**src/rtl/aes_inv_round_mix.sv**
```systemverilog
// AES decryption round datapath: InvShiftRows, AddRoundKey, then column-serial
// InvMixColumns (skipped on the final round) under a valid/ready handshake.
module aes_inv_round_mix #(
  parameter int unsigned COLS_PER_CYCLE = 1
) (
  input  logic         clk,
  input  logic         rst,
  input  logic         in_valid,
  output logic         in_ready,
  input  logic [127:0] state,
  input  logic [127:0] roundkey,
  input  logic         last,
  output logic         out_valid,
  input  logic         out_ready,
  output logic [127:0] result,
  output logic         busy
);

  if (COLS_PER_CYCLE != 1 && COLS_PER_CYCLE != 2 && COLS_PER_CYCLE != 4) begin : g_bad_cols
    $error("COLS_PER_CYCLE must be 1, 2 or 4");
  end

  localparam logic [1:0] Step    = 2'(COLS_PER_CYCLE);
  localparam logic [1:0] LastCol = 2'(4 - COLS_PER_CYCLE);

  typedef enum logic [1:0] {StIdle, StBusy, StDone} fsm_e;

  fsm_e         fsm_q;
  logic [127:0] work_q, work_d;
  logic [127:0] shifted;
  logic [1:0]   col_q;
  logic         last_q;

  function automatic logic [7:0] xtime(input logic [7:0] b);
    return {b[6:0], 1'b0} ^ (b[7] ? 8'h1b : 8'h00);
  endfunction

  function automatic logic [31:0] inv_mix_col(input logic [31:0] col);
    logic [7:0] a [4];
    logic [7:0] m9 [4], mb [4], md [4], me [4];
    logic [7:0] x2, x4, x8;
    for (int r = 0; r < 4; r++) begin
      a[r]  = col[31-8*r -: 8];
      x2    = xtime(a[r]);
      x4    = xtime(x2);
      x8    = xtime(x4);
      m9[r] = x8 ^ a[r];
      mb[r] = x8 ^ x2 ^ a[r];
      md[r] = x8 ^ x4 ^ a[r];
      me[r] = x8 ^ x4 ^ x2;
    end
    return {me[0] ^ mb[1] ^ md[2] ^ m9[3],
            m9[0] ^ me[1] ^ mb[2] ^ md[3],
            md[0] ^ m9[1] ^ me[2] ^ mb[3],
            mb[0] ^ md[1] ^ m9[2] ^ me[3]};
  endfunction

  // Row r of column c takes the byte from column (c - r) mod 4.
  always_comb begin
    shifted = '0;
    for (int c = 0; c < 4; c++) begin
      for (int r = 0; r < 4; r++) begin
        shifted[127-8*(4*c+r) -: 8] = state[127-8*(4*((c+4-r)%4)+r) -: 8];
      end
    end
  end

  always_comb begin
    work_d = work_q;
    for (int k = 0; k < COLS_PER_CYCLE; k++) begin
      work_d[32*(3-int'(col_q)-k) +: 32] =
          last_q ? work_q[32*(3-int'(col_q)-k) +: 32]
                 : inv_mix_col(work_q[32*(3-int'(col_q)-k) +: 32]);
    end
  end

  always_ff @(posedge clk or posedge rst) begin
    if (rst) begin
      fsm_q  <= StIdle;
      work_q <= '0;
      col_q  <= '0;
      last_q <= 1'b0;
    end else begin
      unique case (fsm_q)
        StIdle, StDone: begin
          if (in_valid && in_ready) begin
            work_q <= shifted ^ roundkey;
            last_q <= last;
            col_q  <= '0;
            fsm_q  <= StBusy;
          end else if (fsm_q == StDone && out_ready) begin
            fsm_q <= StIdle;
          end
        end
        StBusy: begin
          work_q <= work_d;
          col_q  <= col_q + Step;
          if (col_q == LastCol) fsm_q <= StDone;
        end
        default: fsm_q <= StIdle;
      endcase
    end
  end

  assign in_ready  = (fsm_q == StIdle) || (fsm_q == StDone && out_ready);
  assign out_valid = (fsm_q == StDone);
  assign busy      = (fsm_q != StIdle);
  assign result    = work_q;

endmodule

```
**config.mk**
```make
export PLATFORM = sky130hd
export DESIGN_NAME = aes_inv_round_mix
export DESIGN_NICKNAME = d
export VERILOG_FILES = /design/src/rtl/aes_inv_round_mix.sv
export SDC_FILE = /design/constraint.sdc
export NUM_CORES = 1
export LEC_CHECK = 0
export ABC_CLOCK_PERIOD_IN_PS = 4500
export CAP_MARGIN = 20
export CORE_MARGIN = 10
export CORE_UTILIZATION = 42
export CTS_CLUSTER_DIAMETER = 80
export CTS_CLUSTER_SIZE = 40
export DETAILED_ROUTE_END_ITERATION = 16
export PLACE_DENSITY = 0.87
export SYNTH_ARGS = -nofsm -noshare
export SYNTH_HDL_FRONTEND = slang
export SYNTH_SLANG_ARGS = --single-unit
```
**constraint.sdc**
```tcl
create_clock -name clk -period 4.5 [get_ports clk]
set_input_delay 0.9 -clock clk [delete_from_list [all_inputs] [get_ports clk]]
set_output_delay 0.9 -clock clk [all_outputs]
set_load 0.05 [all_outputs]
```
==> results of run 1 <==
==> final timing paths <==
| kind | from | cells past startpoint | slack (ns) | end |
|---|---|---|---|---|
| worst max register to register | col_q[1] | 7 | 0.67 | result[26] |
| max in group asynchronous | rst | 3 | 2.56 | result[3] |
| worst min-delay path | result[43] | 1 | 0.51 | result[43] |
| worst max-delay path | col_q[1] | 7 | 0.67 | result[26] |
| worst min register to register | result[43] | 1 | 0.51 | result[43] |
| min in group asynchronous | rst | 2 | 1.04 | result[40] |
==> synthesized netlist by cell type (16+ instances only) <==
| cell | n | area [um2] |
|---|---|---|
| sky130_fd_sc_hd__a21oi_1 | 43 | 215 |
| sky130_fd_sc_hd__a222oi_1 | 16 | 160 |
| sky130_fd_sc_hd__a22oi_1 | 70 | 526 |
| sky130_fd_sc_hd__clkbuf_1 | 58 | 218 |
| sky130_fd_sc_hd__dfrtp_1 | 133 | 3330 |
| sky130_fd_sc_hd__mux4_2 | 29 | 653 |
| sky130_fd_sc_hd__nand2_1 | 18 | 67.6 |
| sky130_fd_sc_hd__nor2_1 | 64 | 240 |
| sky130_fd_sc_hd__o21a_1 | 80 | 601 |
| sky130_fd_sc_hd__o221ai_1 | 36 | 315 |
| sky130_fd_sc_hd__o311ai_0 | 23 | 201 |
| sky130_fd_sc_hd__o311ai_1 | 21 | 184 |
| sky130_fd_sc_hd__xnor2_1 | 162 | 1420 |
| sky130_fd_sc_hd__xor2_1 | 115 | 1010 |
==> state kept, by name (all words and copies together) (netlist names) <==
name    cells
last_q      1
result    128
col_q       2
fsm_q       2
==> worst reg2reg max path, delay by kind of cell, from the launching register on <==
family / cells / cell delay [ns]
XOR/XNOR: 4 / 1.67
flip-flops: 1 / 0.74
AO/OA/AOI/OAI: 2 / 0.37
multiplexers: 1 / 0.94
==> cell type report <==
| type | count | area, um2 |
|---|---|---|
| Clock buffer | 24 | 492 |
| Inverter | 4 | 20.0 |
| Sequential cell | 133 | 3330 |
| Fill cell | 2065 | 9770 |
| Multi-Input combinational cell | 774 | 6890 |
| Tap cell | 330 | 413 |
| Clock inverter | 8 | 97.6 |
| Timing Repair Buffer | 413 | 4090 |
==> cells by family after synthesis <==
group                      synth area share, %
DFF                                       31.1
xor gates and xnor gates                  30.1
adders and majority gates                0.468
and+or+nand+nor                           4.12
AOI/OAI and AO/OA                         22.0
muxes                                     7.42
buffers and inverters                     4.77
==> metal layers <==
metal,wire length (um),vias up
met2,21500,610
met3,3540,97
li1,-,4395
met1,15800,4912
met4,1350,0
met5,0,-
==> cells in the final DEF (no fill, tap or decap), types with 4 or more instances in the layout <==
master	instances
sky130_fd_sc_hd__nand2_1	14
sky130_fd_sc_hd__xnor2_4	6
sky130_fd_sc_hd__o311ai_1	21
sky130_fd_sc_hd__o221ai_1	36
sky130_fd_sc_hd__a221oi_1	6
sky130_fd_sc_hd__o311ai_0	23
sky130_fd_sc_hd__and2_1	5
sky130_fd_sc_hd__xnor2_2	12
sky130_fd_sc_hd__ha_1	4
sky130_fd_sc_hd__xor2_1	115
sky130_fd_sc_hd__o21ai_0	12
sky130_fd_sc_hd__nor2_1	64
sky130_fd_sc_hd__buf_4	21
sky130_fd_sc_hd__nand2_2	4
sky130_fd_sc_hd__clkbuf_16	17
sky130_fd_sc_hd__xnor2_1	162
sky130_fd_sc_hd__clkbuf_8	4
sky130_fd_sc_hd__xnor3_1	7
sky130_fd_sc_hd__dfrtp_1	130
sky130_fd_sc_hd__xor2_2	9
sky130_fd_sc_hd__mux4_2	29
sky130_fd_sc_hd__a222oi_1	16
sky130_fd_sc_hd__mux2i_1	5
sky130_fd_sc_hd__o21a_1	80
sky130_fd_sc_hd__a21oi_1	43
sky130_fd_sc_hd__a22oi_1	70
sky130_fd_sc_hd__clkdlybuf4s50_1	391
==> metrics by stage <==
stage	util, %	worst slack, ns	std cells	area (um2)
finish	61.1	0.670	1686	15300
global route	61.1	0.450	1686	15300
CTS	61.1	0.709	1686	15300
detailed placement	58.7	0.729	1654	14700
global placement	58.7	0.787	1654	14700
floorplan	-	0.0456	1002	10700
==> reports/results.ini, run 1 <==
[run_status]
run_status = complete, no violations

[timing]
relSlewSlack_pct = 25.6
fin_crit_ns = 3.83
grt_setup_unrepaired = false
worst-slew-pin-transition_ns = 1.12
fin_setup_tns_ns = 0
setup-violations-final = 0
final.period_utilization_pct = 85.1
fmax_mhz = 261
hold-worst-slack_ns = 0.514
fin_worst_skew_ns = 0.00745
report.final.slew_viol_count = 0
hold_viol = 0

[global_routing]
grt-ovfl-total = 0
grt_util_met2_pct = 43.9
track_usage_pct = 25.1
number_of_antenna_violations_at_the_first_check_in_global_routing = 0
global_route.peak_usage_layer = met2
wire_length_of_the_first_global_routing_pass_um = 64500
gr-usage-met3_pct = 6.57
maximum_number_of_pins_on_one_net_before_global_route_repair = 95
groute.layer.met1.usage_pct = 28.7
via_count_of_the_first_global_routing_pass = 10946

[route]
routed_wire_length_um = 42200
detail_route.first_pass.iterations = 8
route.antenna.remaining_nets = 0
wl_per_cell_um = 25.0
vias = 10014
vias_per_cell = 5.94
remaining_drc_errors = 0
dr.first_iter.drc_count = 1295

[yosys]
ys_ff_latch = 133
count_of_synthesis_stage_warnings_from_yosys = 0
syn-cell-area_um2 = 10700
synth_nets = 1267
syn_area_per_cell_um2 = 10.7
synth_async_sr_flop_share_pct = 100
postSynth.topFlopCell = sky130_fd_sc_hd__dfrtp_1
synth-edff-count = 0
synthDistinctLibCells = 48
post_synthesis_cells = 1002
synth-seq-area-share_pct = 31.1

[layout]
final_layout_size_suffix_gt1_share_pct = 9.14
area_delta_synth_final_pct = 43.4
antenna_cells_inserted = 0
fin_nets = 1608

[clocking]
cts_max_path_buffers = 2
postCtsSetupRepairBufs = 0
clkSinkCount = 133
clkLatencyLatePin_ns = 0.42
path_clk_slew_ns = 0.06
clock_tree_from_tritoncts = built
h_tree_depth = 4
cts-hold-fix-buffers = 0
clock-root-buffer = sky130_fd_sc_hd__clkbuf_16
number_of_buffers_added_by_the_clock_tree_synthesis_step = 17
cts-resized-gates = 0

[hold_path]
worstHoldPathType = flop to flop

[job]
maxCapViolations = 0

[worst_setup_path]
critical_path.top_delay_family = XOR/XNOR gates
cpMaxStageDelayCell = sky130_fd_sc_hd__mux4_1
timing.critical_path.required_ns = 4.81
critical_path_peak_fanout = 17
setup.worst_path.class = flop to flop
cp_data_arrival_time_ns = 4.14
crit_buf_inv = 0
critical_path.cell_chain = mux4_1 > xnor2_1 > xnor2_1 > xnor3_1 > xnor2_1 > o311ai_0 > o21a_1
critPathMaxStageDelay_ns = 0.93
critical_path_launch_point_type = flop
cp_common_cell = sky130_fd_sc_hd__xnor2_1
critical_path.endpoint_type = flop

[placed_design]
replace_congestion = 0.955
port_buffers = 391
detailedPlacementHpwl_um = 32300

[floorplan]
initial_utilization_pct = 42.6
core_footprint_um2 = 25100
io-pin-count = 392
placementRows = 58
floorplan.die.height_um = 180
die_w_um = 180
design.die.area_um2 = 32300

Power of run 1 is not shown: default switching activity piles up to over one toggle a cycle in this logic, so the estimate is an artifact.
==> run 2: changes to the inputs <==
--- a/config.mk
+++ b/config.mk
@@ -12,6 +12,7 @@
 export CTS_CLUSTER_DIAMETER = 80
 export CTS_CLUSTER_SIZE = 40
 export DETAILED_ROUTE_END_ITERATION = 16
+export GPL_ROUTABILITY_DRIVEN = 0
 export PLACE_DENSITY = 0.87
 export SYNTH_ARGS = -nofsm -noshare
 export SYNTH_HDL_FRONTEND = slang
==> reports/results.ini, run 2 (synthesis results as in run 1) <==
[clocking]
clock_tree_from_tritoncts = built
clkLatencyLatePin_ns = 0.43  ; about the same
number_of_buffers_added_by_the_clock_tree_synthesis_step = 17  ; unchanged
path_clk_slew_ns = 0.07  ; about the same
cts-hold-fix-buffers = 0  ; unchanged
cts-resized-gates = 0  ; unchanged
h_tree_depth = 4  ; unchanged
cts_max_path_buffers = 2  ; unchanged
clock-root-buffer = sky130_fd_sc_hd__clkbuf_16
clkSinkCount = 133  ; unchanged
postCtsSetupRepairBufs = 0  ; unchanged

[route]
vias_per_cell = 6.02  ; +1.3%
detail_route.first_pass.iterations = 6  ; -2
vias = 10147  ; +1.3%
route.antenna.remaining_nets = 0  ; unchanged
remaining_drc_errors = 0  ; unchanged
dr.first_iter.drc_count = 1258  ; -2.9%
wl_per_cell_um = 25.1  ; about the same
routed_wire_length_um = 42200  ; about the same

[timing]
fin_worst_skew_ns = 0.0153  ; +0.00786 ns
relSlewSlack_pct = 35.7  ; +10 points
grt_setup_unrepaired = false
worst-slew-pin-transition_ns = 0.965  ; -0.150 ns
hold_viol = 0  ; unchanged
fmax_mhz = 258  ; -1.0%
fin_setup_tns_ns = 0  ; unchanged
setup-violations-final = 0  ; unchanged
report.final.slew_viol_count = 0  ; unchanged
fin_crit_ns = 3.87  ; +0.0406 ns
final.period_utilization_pct = 86.0  ; +0.90 points

[job]
maxCapViolations = 0  ; unchanged

[floorplan]
design.die.area_um2 = 32300  ; unchanged
placementRows = 58  ; unchanged
floorplan.die.height_um = 180  ; unchanged
initial_utilization_pct = 42.6  ; unchanged
die_w_um = 180  ; unchanged
core_footprint_um2 = 25100  ; unchanged
io-pin-count = 392  ; unchanged

[worst_setup_path]
startpoint = col_q[1]
critical_path.top_delay_family = XOR/XNOR gates
cpMaxStageDelayCell = sky130_fd_sc_hd__mux4_1
critical_path.endpoint_type = flop
critical_path_launch_point_type = flop
crit-reg2reg-launch = col_q[1]
setup.worst_path.class = flop to flop
critPathMaxStageDelay_ns = 0.93  ; about the same
worstRegToRegCells = 7  ; unchanged
cp_data_arrival_time_ns = 4.17  ; +0.03 ns
cp_common_cell = sky130_fd_sc_hd__xnor2_1
crit_buf_inv = 0  ; unchanged
number_of_gates_on_the_worst_path_with_buffers_counted = 7  ; unchanged
timing.critical_path.required_ns = 4.80  ; about the same
critical_path_peak_fanout = 17  ; unchanged
critical_path.cell_chain = mux4_1 > xnor2_1 > xnor2_1 > xnor3_1 > xnor2_1 > o311ai_0 > o21a_1

[layout]
max_ffs_per_register = 128  ; unchanged
area_delta_synth_final_pct = 43.6
fillerInstances = 2060  ; -0.24%
layout.cells.most_common = sky130_fd_sc_hd__clkdlybuf4s50_1
layout_common_cells = sky130_fd_sc_hd__clkdlybuf4s50_1 (391), sky130_fd_sc_hd__xnor2_1 (162), sky130_fd_sc_hd__dfrtp_1 (130)
final_layout_size_suffix_gt1_share_pct = 9.07  ; -0.074 points
final_core_utilization_pct = 61.2  ; +0.12 points
antenna_cells_inserted = 0  ; unchanged
fin_nets = 1608  ; unchanged

[placed_design]
detailedPlacementHpwl_um = 32600  ; +0.87%
port_buffers = 391  ; unchanged

[global_routing]
number_of_antenna_violations_at_the_first_check_in_global_routing = 0  ; unchanged
track_usage_pct = 25.1  ; +0.032 points
maximum_number_of_pins_on_one_net_before_global_route_repair = 68  ; -28%
grt-ovfl-total = 0  ; unchanged
via_count_of_the_first_global_routing_pass = 10799  ; -1.3%
wire_length_of_the_first_global_routing_pass_um = 64500  ; +0.11%

[hold_path]
worstHoldPathType = flop to flop
hold_path_depth = 1  ; unchanged
hp-start = result[38]

[run_status]
run_status = complete, no violations

run 2: path summary, 6_finish.rpt:
path	endpoint	slack [ns]
setup / recovery	result[26]	0.63
hold / removal	result[38]	0.51
setup reg to reg	result[26]	0.63
hold reg to reg	result[38]	0.51
max in group asynchronous	result[26]	2.73
min in group asynchronous	result[63]	0.95
run 2: layer usage:
metal | track usage (%) | share of wire (%) | vias to the layer above
li1 | - | - | 4383
met1 | 29.4 | 37 | 5004
met2 | 43.7 | 51 | 648
met3 | 5.88 | 8.5 | 112
met4 | 9.49 | 3.2 | 0
met5 | 0 | 0 | -
run 2: cell type report:
cell class	instances	area, um2	area share, %
Timing Repair Buffer	413	4120	26.8
Clock inverter	9	128	0.830
Multi-Input combinational cell	774	6890	44.8
Clock buffer	23	468	3.05
Tap cell	330	413	2.69
Sequential cell	133	3330	21.7
Inverter	4	20.0	0.130
run 2: worst register-to-register path, stage by stage, from the launching register on:
cell and delay [ns]:
sky130_fd_sc_hd__dfrtp_2 0.70, sky130_fd_sc_hd__mux4_1 0.94, sky130_fd_sc_hd__xnor2_1 0.56, sky130_fd_sc_hd__xnor2_1 0.21, sky130_fd_sc_hd__xnor3_1 0.38, sky130_fd_sc_hd__xnor2_1 0.57
sky130_fd_sc_hd__o311ai_0 0.23, sky130_fd_sc_hd__o21a_1 0.16
run 2: metrics by stage:
| stage | setup slack (ns) | instance area, um2 | hold WS, ns | std cells |
|---|---|---|---|---|
| 5_1_grt | 0.487 | 15400 | 0.543 | 1686 |
| 6_report | 0.629 | 15400 | 0.508 | 1686 |
| 2_1_floorplan | 0.0456 | 10700 | 0.507 | 1002 |
| 4_1_cts | 0.683 | 15400 | 0.512 | 1686 |
| 3_5_place_dp | 0.710 | 14800 | 0.499 | 1654 |
| 3_3_place_gp | 0.728 | 14800 | 0.495 | 1654 |
Power of run 2 is left out for the same reason.
==> run 3: changes to the inputs <==
--- a/config.mk
+++ b/config.mk
@@ -9,7 +9,7 @@
 export CAP_MARGIN = 20
 export CORE_MARGIN = 10
 export CORE_UTILIZATION = 42
-export CTS_CLUSTER_DIAMETER = 80
+export CTS_CLUSTER_DIAMETER = 120
 export CTS_CLUSTER_SIZE = 40
 export DETAILED_ROUTE_END_ITERATION = 16
 export GPL_ROUTABILITY_DRIVEN = 0
==> results of run 3 <==
No change in the layout: final DEF, timing and power equal those of run 2.
Power of run 3 is left out for the same reason.
